`src/rtl/uart_rx_if.sv`:
```
// uart_rx_if: serial line in, received byte, valid/error pulses and activity flag out.
interface uart_rx_if;
  logic       i_RX_Serial;
  logic       o_RX_DV;
  logic [7:0] o_RX_Byte;
  logic       o_RX_Active;
  logic       o_Frame_Err;
  modport master (output i_RX_Serial, input o_RX_DV, o_RX_Byte, o_RX_Active, o_Frame_Err);
  modport slave  (input i_RX_Serial, output o_RX_DV, o_RX_Byte, o_RX_Active, o_Frame_Err);
endinterface

```
`src/rtl/uart_rx.sv`:
```
// uart_rx: 8N1 receiver with mid-bit sampling, framing-error pulse and line-break hold.
module uart_rx #(
  parameter int CLKS_PER_BIT = 217
) (
  input logic     i_Clock,
  input logic     i_Reset,
  uart_rx_if.slave rx
);
  localparam logic [9:0] H    = 10'((CLKS_PER_BIT - 1) / 2);
  localparam logic [9:0] LAST = 10'(CLKS_PER_BIT - 1);
  typedef enum logic [2:0] {IDLE, RX_START_BIT, RX_DATA_BITS, RX_STOP_BIT, CLEANUP, RX_BREAK} state_t;
  state_t      state;
  logic        rx_m, rx_s, err_p;
  logic [9:0]  count;
  logic [2:0]  idx;
  logic [7:0]  data;
  // The stop-bit verdict is published one clock later (from CLEANUP or via err_p) so both pulses leave from flops.
  always_ff @(posedge i_Clock) begin
    if (i_Reset) begin
      rx_m           <= 1'b1;
      rx_s           <= 1'b1;
      state          <= IDLE;
      count          <= '0;
      idx            <= '0;
      data           <= '0;
      err_p          <= 1'b0;
      rx.o_RX_DV     <= 1'b0;
      rx.o_Frame_Err <= 1'b0;
      rx.o_RX_Active <= 1'b0;
      rx.o_RX_Byte   <= '0;
    end else begin
      rx_m           <= rx.i_RX_Serial;
      rx_s           <= rx_m;
      rx.o_RX_DV     <= 1'b0;
      rx.o_Frame_Err <= err_p;
      err_p          <= 1'b0;
      case (state)
        IDLE: begin
          count <= '0;
          idx   <= '0;
          if (!rx_s) begin
            state          <= RX_START_BIT;
            rx.o_RX_Active <= 1'b1;
          end
        end
        RX_START_BIT:
          if (count == H) begin
            count          <= '0;
            state          <= rx_s ? IDLE : RX_DATA_BITS;
            rx.o_RX_Active <= !rx_s;
          end else count <= count + 10'd1;
        RX_DATA_BITS:
          if (count == LAST) begin
            count     <= '0;
            data[idx] <= rx_s;
            idx       <= idx + 3'd1;
            if (idx == 3'd7) state <= RX_STOP_BIT;
          end else count <= count + 10'd1;
        RX_STOP_BIT:
          if (count == LAST) begin
            count <= '0;
            state <= rx_s ? CLEANUP : RX_BREAK;
            err_p <= !rx_s;
          end else count <= count + 10'd1;
        CLEANUP: begin
          rx.o_RX_DV     <= 1'b1;
          rx.o_RX_Byte   <= data;
          rx.o_RX_Active <= 1'b0;
          state          <= IDLE;
        end
        RX_BREAK:
          if (rx_s) begin
            state          <= IDLE;
            rx.o_RX_Active <= 1'b0;
          end
        default: state <= IDLE;
      endcase
    end
  end
endmodule

```
`src/flat_wrapper.sv`:
```
// flat-port wrapper written by rule: the top's interface ports become plain ports
module uart_rx_flat 
#(
  parameter int CLKS_PER_BIT = 217
)
  (i_Clock, i_Reset, rx_i_RX_Serial, rx_o_RX_DV, rx_o_RX_Byte, rx_o_RX_Active, rx_o_Frame_Err);
  uart_rx_if rx_i ();
  input logic i_Clock;
  input logic i_Reset;
  input wire logic [$bits(rx_i.i_RX_Serial)-1:0] rx_i_RX_Serial;
  output wire logic [$bits(rx_i.o_RX_DV)-1:0] rx_o_RX_DV;
  output wire logic [$bits(rx_i.o_RX_Byte)-1:0] rx_o_RX_Byte;
  output wire logic [$bits(rx_i.o_RX_Active)-1:0] rx_o_RX_Active;
  output wire logic [$bits(rx_i.o_Frame_Err)-1:0] rx_o_Frame_Err;
  assign rx_i.i_RX_Serial = rx_i_RX_Serial;
  assign rx_o_RX_DV = rx_i.o_RX_DV;
  assign rx_o_RX_Byte = rx_i.o_RX_Byte;
  assign rx_o_RX_Active = rx_i.o_RX_Active;
  assign rx_o_Frame_Err = rx_i.o_Frame_Err;
  uart_rx #(.CLKS_PER_BIT(CLKS_PER_BIT)) u_core (.i_Clock(i_Clock), .i_Reset(i_Reset), .rx(rx_i));
endmodule
```
`config.mk`:
```
export PLATFORM = sky130hd
export DESIGN_NAME = uart_rx_flat
export DESIGN_NICKNAME = d
export VERILOG_FILES = /design/src/rtl/uart_rx_if.sv /design/src/rtl/uart_rx.sv /design/src/flat_wrapper.sv
export SDC_FILE = /design/constraint.sdc
export NUM_CORES = 1
export LEC_CHECK = 0
export BUFFER_PORTS_ARGS = -buffer_cell sky130_fd_sc_hd__buf_2
export CORE_ASPECT_RATIO = 0.5
export CORE_MARGIN = 3
export CORE_UTILIZATION = 57
export DETAILED_ROUTE_END_ITERATION = 8
export PLACE_DENSITY_LB_ADDON = 0.05
export SKIP_CTS_REPAIR_TIMING = 1
export SLEW_MARGIN = 20
export SYNTH_ARGS = -nofsm -noshare
export SYNTH_HDL_FRONTEND = slang
export SYNTH_SLANG_ARGS = --single-unit
```
`constraint.sdc`:
```
create_clock -name i_Clock -period 3.7 [get_ports i_Clock]
set_clock_uncertainty 0.1 [all_clocks]
set_input_delay 0.185 -clock i_Clock [delete_from_list [all_inputs] [get_ports i_Clock]]
set_output_delay 0.185 -clock i_Clock [all_outputs]
set_load 0.05 [all_outputs]
```
* Word-level counts from Yosys, hierarchy flattened
Cells that the tools add are included.
Cells by class: add/sub/neg operators 2, order comparisons 2, equality and inequality tests 14, multiplexer cells 22, bitwise gates (word level) 2, reduce and logical (&&, ||, !) cells 12
Operator list (count):
- case mux 10 bit (3 select lines) | 1
- 2-to-1 mux 3 bit | 7
- 2-to-1 mux 10 bit | 2
- case mux 3 bit (5 select lines) | 1
- adder 10 x 1 -> 10 bit (second input constant) | 1
- equality test 10 x 7 -> 1 bit (second input constant) | 1
- equality test 10 x 8 -> 1 bit (second input constant) | 1
- inequality test 2 x 1 -> 1 bit (second input constant) | 5
- equality test 3 bit (second input constant) | 3
- bitwise mux 8 bit | 1
- equality test 3 x 2 -> 1 bit (second input constant) | 2
- 2-to-1 mux 1 bit | 6
- case mux 3 bit (2 select lines) | 1
- AND reduction 6 bit | 1
- < comparator 3 x 4 -> 1 bit (second input constant) | 1
- case mux 1 bit (4 select lines) | 1
- AND reduction 2 bit | 2
- AND reduction 4 bit | 1
- nonzero test 4 bit | 1
- adder 3 x 1 -> 3 bit (second input constant) | 1
- demux 1 bit (select 3 bit) | 1
- equality test 3 x 1 -> 1 bit (second input constant) | 1
- >= comparator 3 x 1 -> 1 bit (second input constant) | 1
- zero test 3 bit | 1
- other kinds (9) | 10
Storage, ports and cells: bits in registers 38, input bits 3, output and inout bits 11, word-level logic and storage cells 65

* Depth between registers and ports, before layout
Gate-level depths: netlist of run 1.
depth after elaboration 5, mapped depth 9, depth with buffers taken out 7

* Worst setup path after synthesis of run 1
Ideal clock, no wire load.
path type register to register, from reg u_core.count[0], to reg u_core.count[3], setup time 0.133 ns, data arrival time 1.946 ns, required time 3.467 ns, slack 1.521 ns, stages on the path, launching flop included 10, buffers on the path 2, period minus slack after synthesis 2.179 ns, cells stage by stage dfxtp_1 -> inv_1 -> ha_1 -> or3b_4 -> or3_1 -> buf_2 -> a22o_1 -> buf_6 -> nand3_1 -> a31oi_1
On the way: word-level cells in the longest chain between the ends 3, elaborated cells on any way between the ends 6, those cells by class add/sub (1); eq/ne (2); mux (3)
RTL lines:
- start: declaration | RTL line uart_rx.sv:14 | logic [9:0] count;
- start signal: assignment | RTL line uart_rx.sv:51 | end else count <= count + 10'd1;
- start signal: assignment | RTL line uart_rx.sv:58 | end else count <= count + 10'd1;
- start signal: assignment | RTL line uart_rx.sv:64 | end else count <= count + 10'd1;
- adder 10 x 1 -> 10 bit (tied with other cells) | RTL line uart_rx.sv:51, uart_rx.sv:58, uart_rx.sv:64
- 2-to-1 mux 10 bit, on equally long branches | RTL line uart_rx.sv:53, uart_rx.sv:60, uart_rx.sv:47
- case mux 10 bit (3 select lines) (*) | RTL line uart_rx.sv:37 | case (state)
Every way passes the cells marked *; elsewhere a longest branch is shown, timed or not. A chain may end at the register's enable or synchronous reset.

* Final worst setup path of run 1
from reg u_core.count[0], to reg u_core.count[5]
The elaborated chain is that of the path after synthesis.

==> out/results.txt, run 1 <==
Drt pass-1 iters: 6
Max Fclk: 410 MHz
Die area: 0.00396 mm^2
Reg2reg setup slack: 1260 ps
I/O Buffers: 13
Top-area cell type share of the netlist area: 0.417
# rows: 13
Slew of the pin with the lowest slew margin: 928 ps
Iteration-0 DRC count of the detailed router: 81
Layout cells sized above 1: 0.144
Layout Nets: 222
FFs w/ async S/R, synth: 0
CTS tree: done
YS warnings: 0
Overall routed net length: 3640 um
Dominant cell type by area after synthesis: dfxtp_1
Met1 capacity usage during global routing: 0.251
Flops & latches, synth: 38
Clk sinks: 38
Seq/Total Area, Yosys: 0.417
Tot GR Track Use: 0.201
Worst skew pair latency: 290 ps
Startpoint types: register
Top post-synthesis cells by area: dfxtp_1 42%, mux2i_1 8.8%, nor2_1 4.5%
Top Ports: 14
Critical Path End Type: register
Total grt overflow: 0
Busiest grt layer: met2
WS Path Type: reg2reg
Status: finished clean
Max FO, Critical Path: 7
# setup viols final: 0
Number of global-route vias before repair: 1,400
Via count: 1,504
P per Cell Area: 436 mW/mm^2
Syn_area_per_cell: 8.69 um^2
First-pass GRT wire length: 6220 um
Cts bufs inserted: 5
Slew HR: 0.379
H-tree depth: 2
GPL Wtd Cong: 0.831
HP Class: in2reg
Min Tclk post-route: 2440 ps
Die height: 46.0 um
# fillers: 224
P_int: 0.708 mW
DRC viols: 0
Number of synthesized flops with an enable pin: 0
Clock power share: 0.498
Setup tns final: 0 ps
Area grow syn2layout: 10.7%
Root Driver: clkbuf_8
P_leak: 0.734 nW
Gate power share: 0.030
Die X: 86.0 um
Inserted Diodes: 0
Unrepaired setup endpoints after global routing: no
Cell area after synthesis: 0.00182 mm^2
Mean number of vias per cell: 5.94
Final period util: 0.659
Sequential Power Share: 0.472
Net Switching: 0.172 mW
Crit path required time: 3750 ps
Core area: 0.00281 mm^2
Final count of hold timing violations: 0
CTS clk-pin slew, worst paths: 80 ps
Detailed placement HPWL: 2320 um
Final Slew Violations: 0
Largest net degree at the start of global routing: 38
Routed len/inst: 14.4 um
Syn Nets: 217
Routed Antenna Nets: 0
Final instance area: 0.00202 mm^2
Arr. time, crit path: 2490 ps
Total of max-cap violations: 0
Initial antenna violation count: 0
Maximum VDD drop: 0.000279 V
Clock Tree Buf Depth: 2
Placed cell area: 0.00187 mm^2
Grt met3 use: 0.0578
Sw Share: 0.195
Synth cell types: 45
Initial Util: 0.648
Ys flop type: dfxtp_1
Synth Instances: 210
Met2 usage: 0.334
## final timing paths
check / from / to / depth (start not counted)
worst max register to register: u_core.count[0] / u_core.count[5] / 7
worst min-delay path: i_Reset / u_core.rx.o_RX_Byte[2] / 2
worst max-delay path: u_core.count[0] / u_core.count[5] / 7
worst min register to register: u_core.rx_m / u_core.rx_s / 1
## sequential cells by signal, summed over array words and instances, names as in the netlist
signal	cells
u_core.err_p	1
u_core.rx_s	1
u_core.state	3
u_core.rx.o_RX_Byte	8
u_core.rx_m	1
u_core.count	10
u_core.rx.o_Frame_Err	1
u_core.idx	3
u_core.rx.o_RX_Active	1
u_core.rx.o_RX_DV	1
u_core.data	8
## layout make-up
class / count / area (um^2) / area share
sequential: 38 / 761 / 0.377
clock inverter: 2 / 60.1 / 0.0297
multi-input combinational: 151 / 976 / 0.483
clock buffer: 6 / 82.6 / 0.0409
timing repair buffer: 14 / 75.1 / 0.0372
inverter: 5 / 18.8 / 0.00929
tap: 37 / 46.3 / 0.0229
## through the flow
stage / hold slack [ps] / utilization / power (mW) / std cells / setup slack, ps
finish: 291 / 0.718 / 0.880 / 253 / 1260
global route: 320 / 0.718 / 0.905 / 253 / 1100
CTS: -31.1 / 0.714 / 0.883 / 252 / 1260
detailed placement: 270 / 0.663 / 0.451 / 244 / 1290
global placement: 266 / 0.663 / 0.450 / 244 / 1360
floorplan: 189 / - / 0.447 / 210 / 1520
## worst max-delay path: stages (launching register included)
cell and delay (ps):
dfxtp_1 360, inv_1 90, ha_1 140, or3b_4 420, or3_1 510, a22oi_1 420
or4_1 180, a31oi_1 80
## layer usage
layer	share of wire	wire (um)
met1	0.52	1890
met2	0.44	1610
met3	0.031	114
met4	0.0069	25
met5	0	0
## power by group through the flow
stage                     combinational (mW)  clock (mW)  sequential [mW]
after floorplan                       0.0223           0            0.425
final                                 0.0261       0.438            0.416
after global placement                0.0250           0            0.425
after detailed placement              0.0252           0            0.425
after global routing                  0.0287       0.460            0.416
after CTS                             0.0252       0.442            0.416
## synth_stat cells (all sizes together), types with 3 or more instances
cell and count:
a21oi 10, a31oi 6, buf 5, clkbuf 11, dfxtp 38, ha 4, inv 5, mux2i 16
nand2 17, nand3 10, nand3b 3, nand4 5, nand4b 3, nor2 22, nor2b 4, nor3 6
nor4 3, o21ai 7, or2 4, or4 6
## placed cells by master, fill, tap and decap left out, types with 4 or more instances in the layout
cell type  count
a21oi_1        9
a31oi_1        6
buf_2         13
clkbuf_8       6
dfxtp_1       38
ha_1           4
inv_1          5
mux2i_1       16
nand2_1       17
nand3_1       10
nand4_1        5
nor2_1        22
nor2b_1        4
nor3_1         6
o21ai_0        4
or2_2          4
or4_1          6
## logic make-up after synthesis
kind of cell               Yosys count  share of synthesized area
AOI/OAI and AO/OA                   33                      0.113
adders and majority gates            4                     0.0274
buffers and inverters               21                     0.0480
DFF                                 38                      0.417
muxes                               16                     0.0878
and+or+nand+nor                     98                      0.307
Note: power is estimated with default switching activity, not from simulation.
==> inputs of run 2 (changes only) <==
--- a/config.mk
+++ b/config.mk
@@ -8,7 +8,7 @@
 export BUFFER_PORTS_ARGS = -buffer_cell sky130_fd_sc_hd__buf_2
 export CORE_ASPECT_RATIO = 0.5
 export CORE_MARGIN = 3
-export CORE_UTILIZATION = 57
+export CORE_UTILIZATION = 53
 export DETAILED_ROUTE_END_ITERATION = 8
 export PLACE_DENSITY_LB_ADDON = 0.05
 export SKIP_CTS_REPAIR_TIMING = 1
==> constraint.sdc (replaced) <==
create_clock -name i_Clock -period 2.1 [get_ports i_Clock]
set_clock_uncertainty 0.1 [all_clocks]
set_input_delay 0.105 -clock i_Clock [delete_from_list [all_inputs] [get_ports i_Clock]]
set_output_delay 0.105 -clock i_Clock [all_outputs]
set_load 0.05 [all_outputs]
==> run 2 against run 1 <==
Compared with the run above:
- the run now ends with setup timing left
- clock power rose by 18%
- largest cell class unchanged
- flip-flop and latch count did not move
- largest power group is now registers
- die area rose by 6.8%
- highest routed layer unchanged
- combinational power rose by 130%
- total power rose by 48%
- global-route usage fell by 0.73 points
- sequential share of layout area fell by 1.8 points
- core utilization fell by 4.0 points
==> out/results.txt, run 2 (synthesis gave the netlist of run 1 again) <==
Overall routed net length: 3740 um
Most frequent cells in the layout: 36 x dfxtp_1, 22 x nor2_1, 17 x nand2_1
Min setup slack post-route: -62.3 ps
Clock Tree Buf Depth: 2
Iteration-0 DRC count of the detailed router: 61
Inserted Diodes: 0
Setup tns final: -344 ps
Critical Path End Type: register
Number of global-route vias before repair: 1,324
I/O Buffers: 13
Die area: 0.00422 mm^2
Core area: 0.00314 mm^2
GPL Wtd Cong: 0.835
Final Slew Violations: 0
CTS tree: done
Drt pass-1 iters: 4
Final instance area: 0.00213 mm^2
Worst skew pair latency: 290 ps
Reg2Reg Launch Point: u_core.count[0]
Die height: 47.5 um
# rows: 14
Unrepaired setup endpoints after global routing: yes
Min-Delay Startpoint: i_Reset
Status: complete, but fails checks
Biggest regs: u_core.count (10), u_core.data (8), u_core.rx.o_RX_Byte (8)
Routed Antenna Nets: 0
Final count of hold timing violations: 0
Crit path required time: 2170 ps
Area grow syn2layout: 16.5%
Maximum VDD drop: 0.000370 V
Layout cells sized above 1: 0.238
Via count: 1,549
Area taken by multi-input logic gates: 0.00101 mm^2
First-pass GRT wire length: 6190 um
Max FO, Critical Path: 5
Worst hold endpoint: u_core.err_p
P_leak: 0.794 nW
Final period util: 1.03
Arr. time, crit path: 2230 ps
Total grt overflow: 0
P per Cell Area: 614 mW/mm^2
Violated checks: setup timing
Commonest non-fill, non-tap cell in the layout: dfxtp_1
Layout Nets: 237
Initial antenna violation count: 0
Cts bufs inserted: 5
Sequential cell area: 763 um^2
Max reg flops: 10
Min Tclk post-route: 2160 ps
Placed cell area: 0.00199 mm^2
Die X: 89.0 um
Total of max-cap violations: 0
Detailed placement HPWL: 2420 um
Worst Hold Path Cells: 3
Slew HR: 0.643
Worst r2r path cells: 8
HP Class: in2reg
Clk sinks: 38
Max Fclk: 462 MHz
# fillers: 262
Slew of the pin with the lowest slew margin: 534 ps
Most flops, register: u_core.count
CTS clk-pin slew, worst paths: 70 ps
Startpoint types: register
Largest net degree at the start of global routing: 37
Root Driver: clkbuf_8
WS Path Type: reg2reg
Tot GR Track Use: 0.193
FF-to-FF End: u_core.idx[1]
Initial Util: 0.582
Mean number of vias per cell: 5.72
H-tree depth: 2
Reg2reg setup slack: -60 ps
Routed len/inst: 13.8 um
Top Ports: 14
# setup viols final: 11
DRC viols: 0
-- run 2: how the worst max path moves through the flow --
| stage | startpoint | slack [ps] | depth (start not counted) | end |
|---|---|---|---|---|
| floorplan | u_core.count[0] | -20 | 8 | u_core.count[4] |
| global placement | u_core.count[0] | -80 | 7 | u_core.count[5] |
| detailed placement | u_core.count[0] | -100 | 7 | u_core.count[9] |
| CTS | u_core.count[0] | -120 | 7 | u_core.count[3] |
| global route | u_core.count[0] | -120 | 7 | u_core.count[9] |
| finish | u_core.count[0] | -60 | 8 | u_core.idx[1] |
-- run 2: critical path, stage by stage (launching register included) --
cell and delay (ps):
dfxtp_2 330, inv_2 50, ha_1 130, or3b_4 410
or3_1 410, buf_4 200, a22o_1 220, a22oi_1 140
nor2_1 50
-- run 2: final cells by class --
cell class | count | share of cell area
Clock inverter | 1 | 0.00235
Inverter | 5 | 0.00883
Tap cell | 40 | 0.0235
Sequential cell | 38 | 0.359
Multi-Input combinational cell | 151 | 0.477
Timing Repair Buffer | 29 | 0.0883
Clock buffer | 7 | 0.0406
-- run 2: metal layers --
metal | share of wire | wire [um] | GRT usage | vias up
met4 | 0.0072 | 27 | 0.0534 | 0
li1 | - | - | - | 794
met2 | 0.45 | 1670 | 0.316 | 21
met5 | 0 | 0 | 0 | -
met1 | 0.51 | 1900 | 0.260 | 729
met3 | 0.039 | 146 | 0.0515 | 5
-- run 2: power breakdown --
part / switching, mW / internal [mW] / leakage [nW]
Clock: 0.251 / 0.265 / 0.0482
Combinational: 0.0363 / 0.0232 / 0.438
Sequential: 0.00478 / 0.725 / 0.308
-- run 2: stage by stage --
stage | std cells | setup slack [ps] | utilization | power [mW] | hold WS, ps
detailed placement | 262 | -104 | 0.636 | 0.801 | 191
global route | 271 | -124 | 0.678 | 1.36 | 44.9
floorplan | 210 | -15.9 | - | 0.788 | 109
CTS | 270 | -115 | 0.665 | 1.32 | -109
global placement | 262 | -81.6 | 0.636 | 0.801 | 186
finish | 271 | -62.3 | 0.678 | 1.31 | 34.5
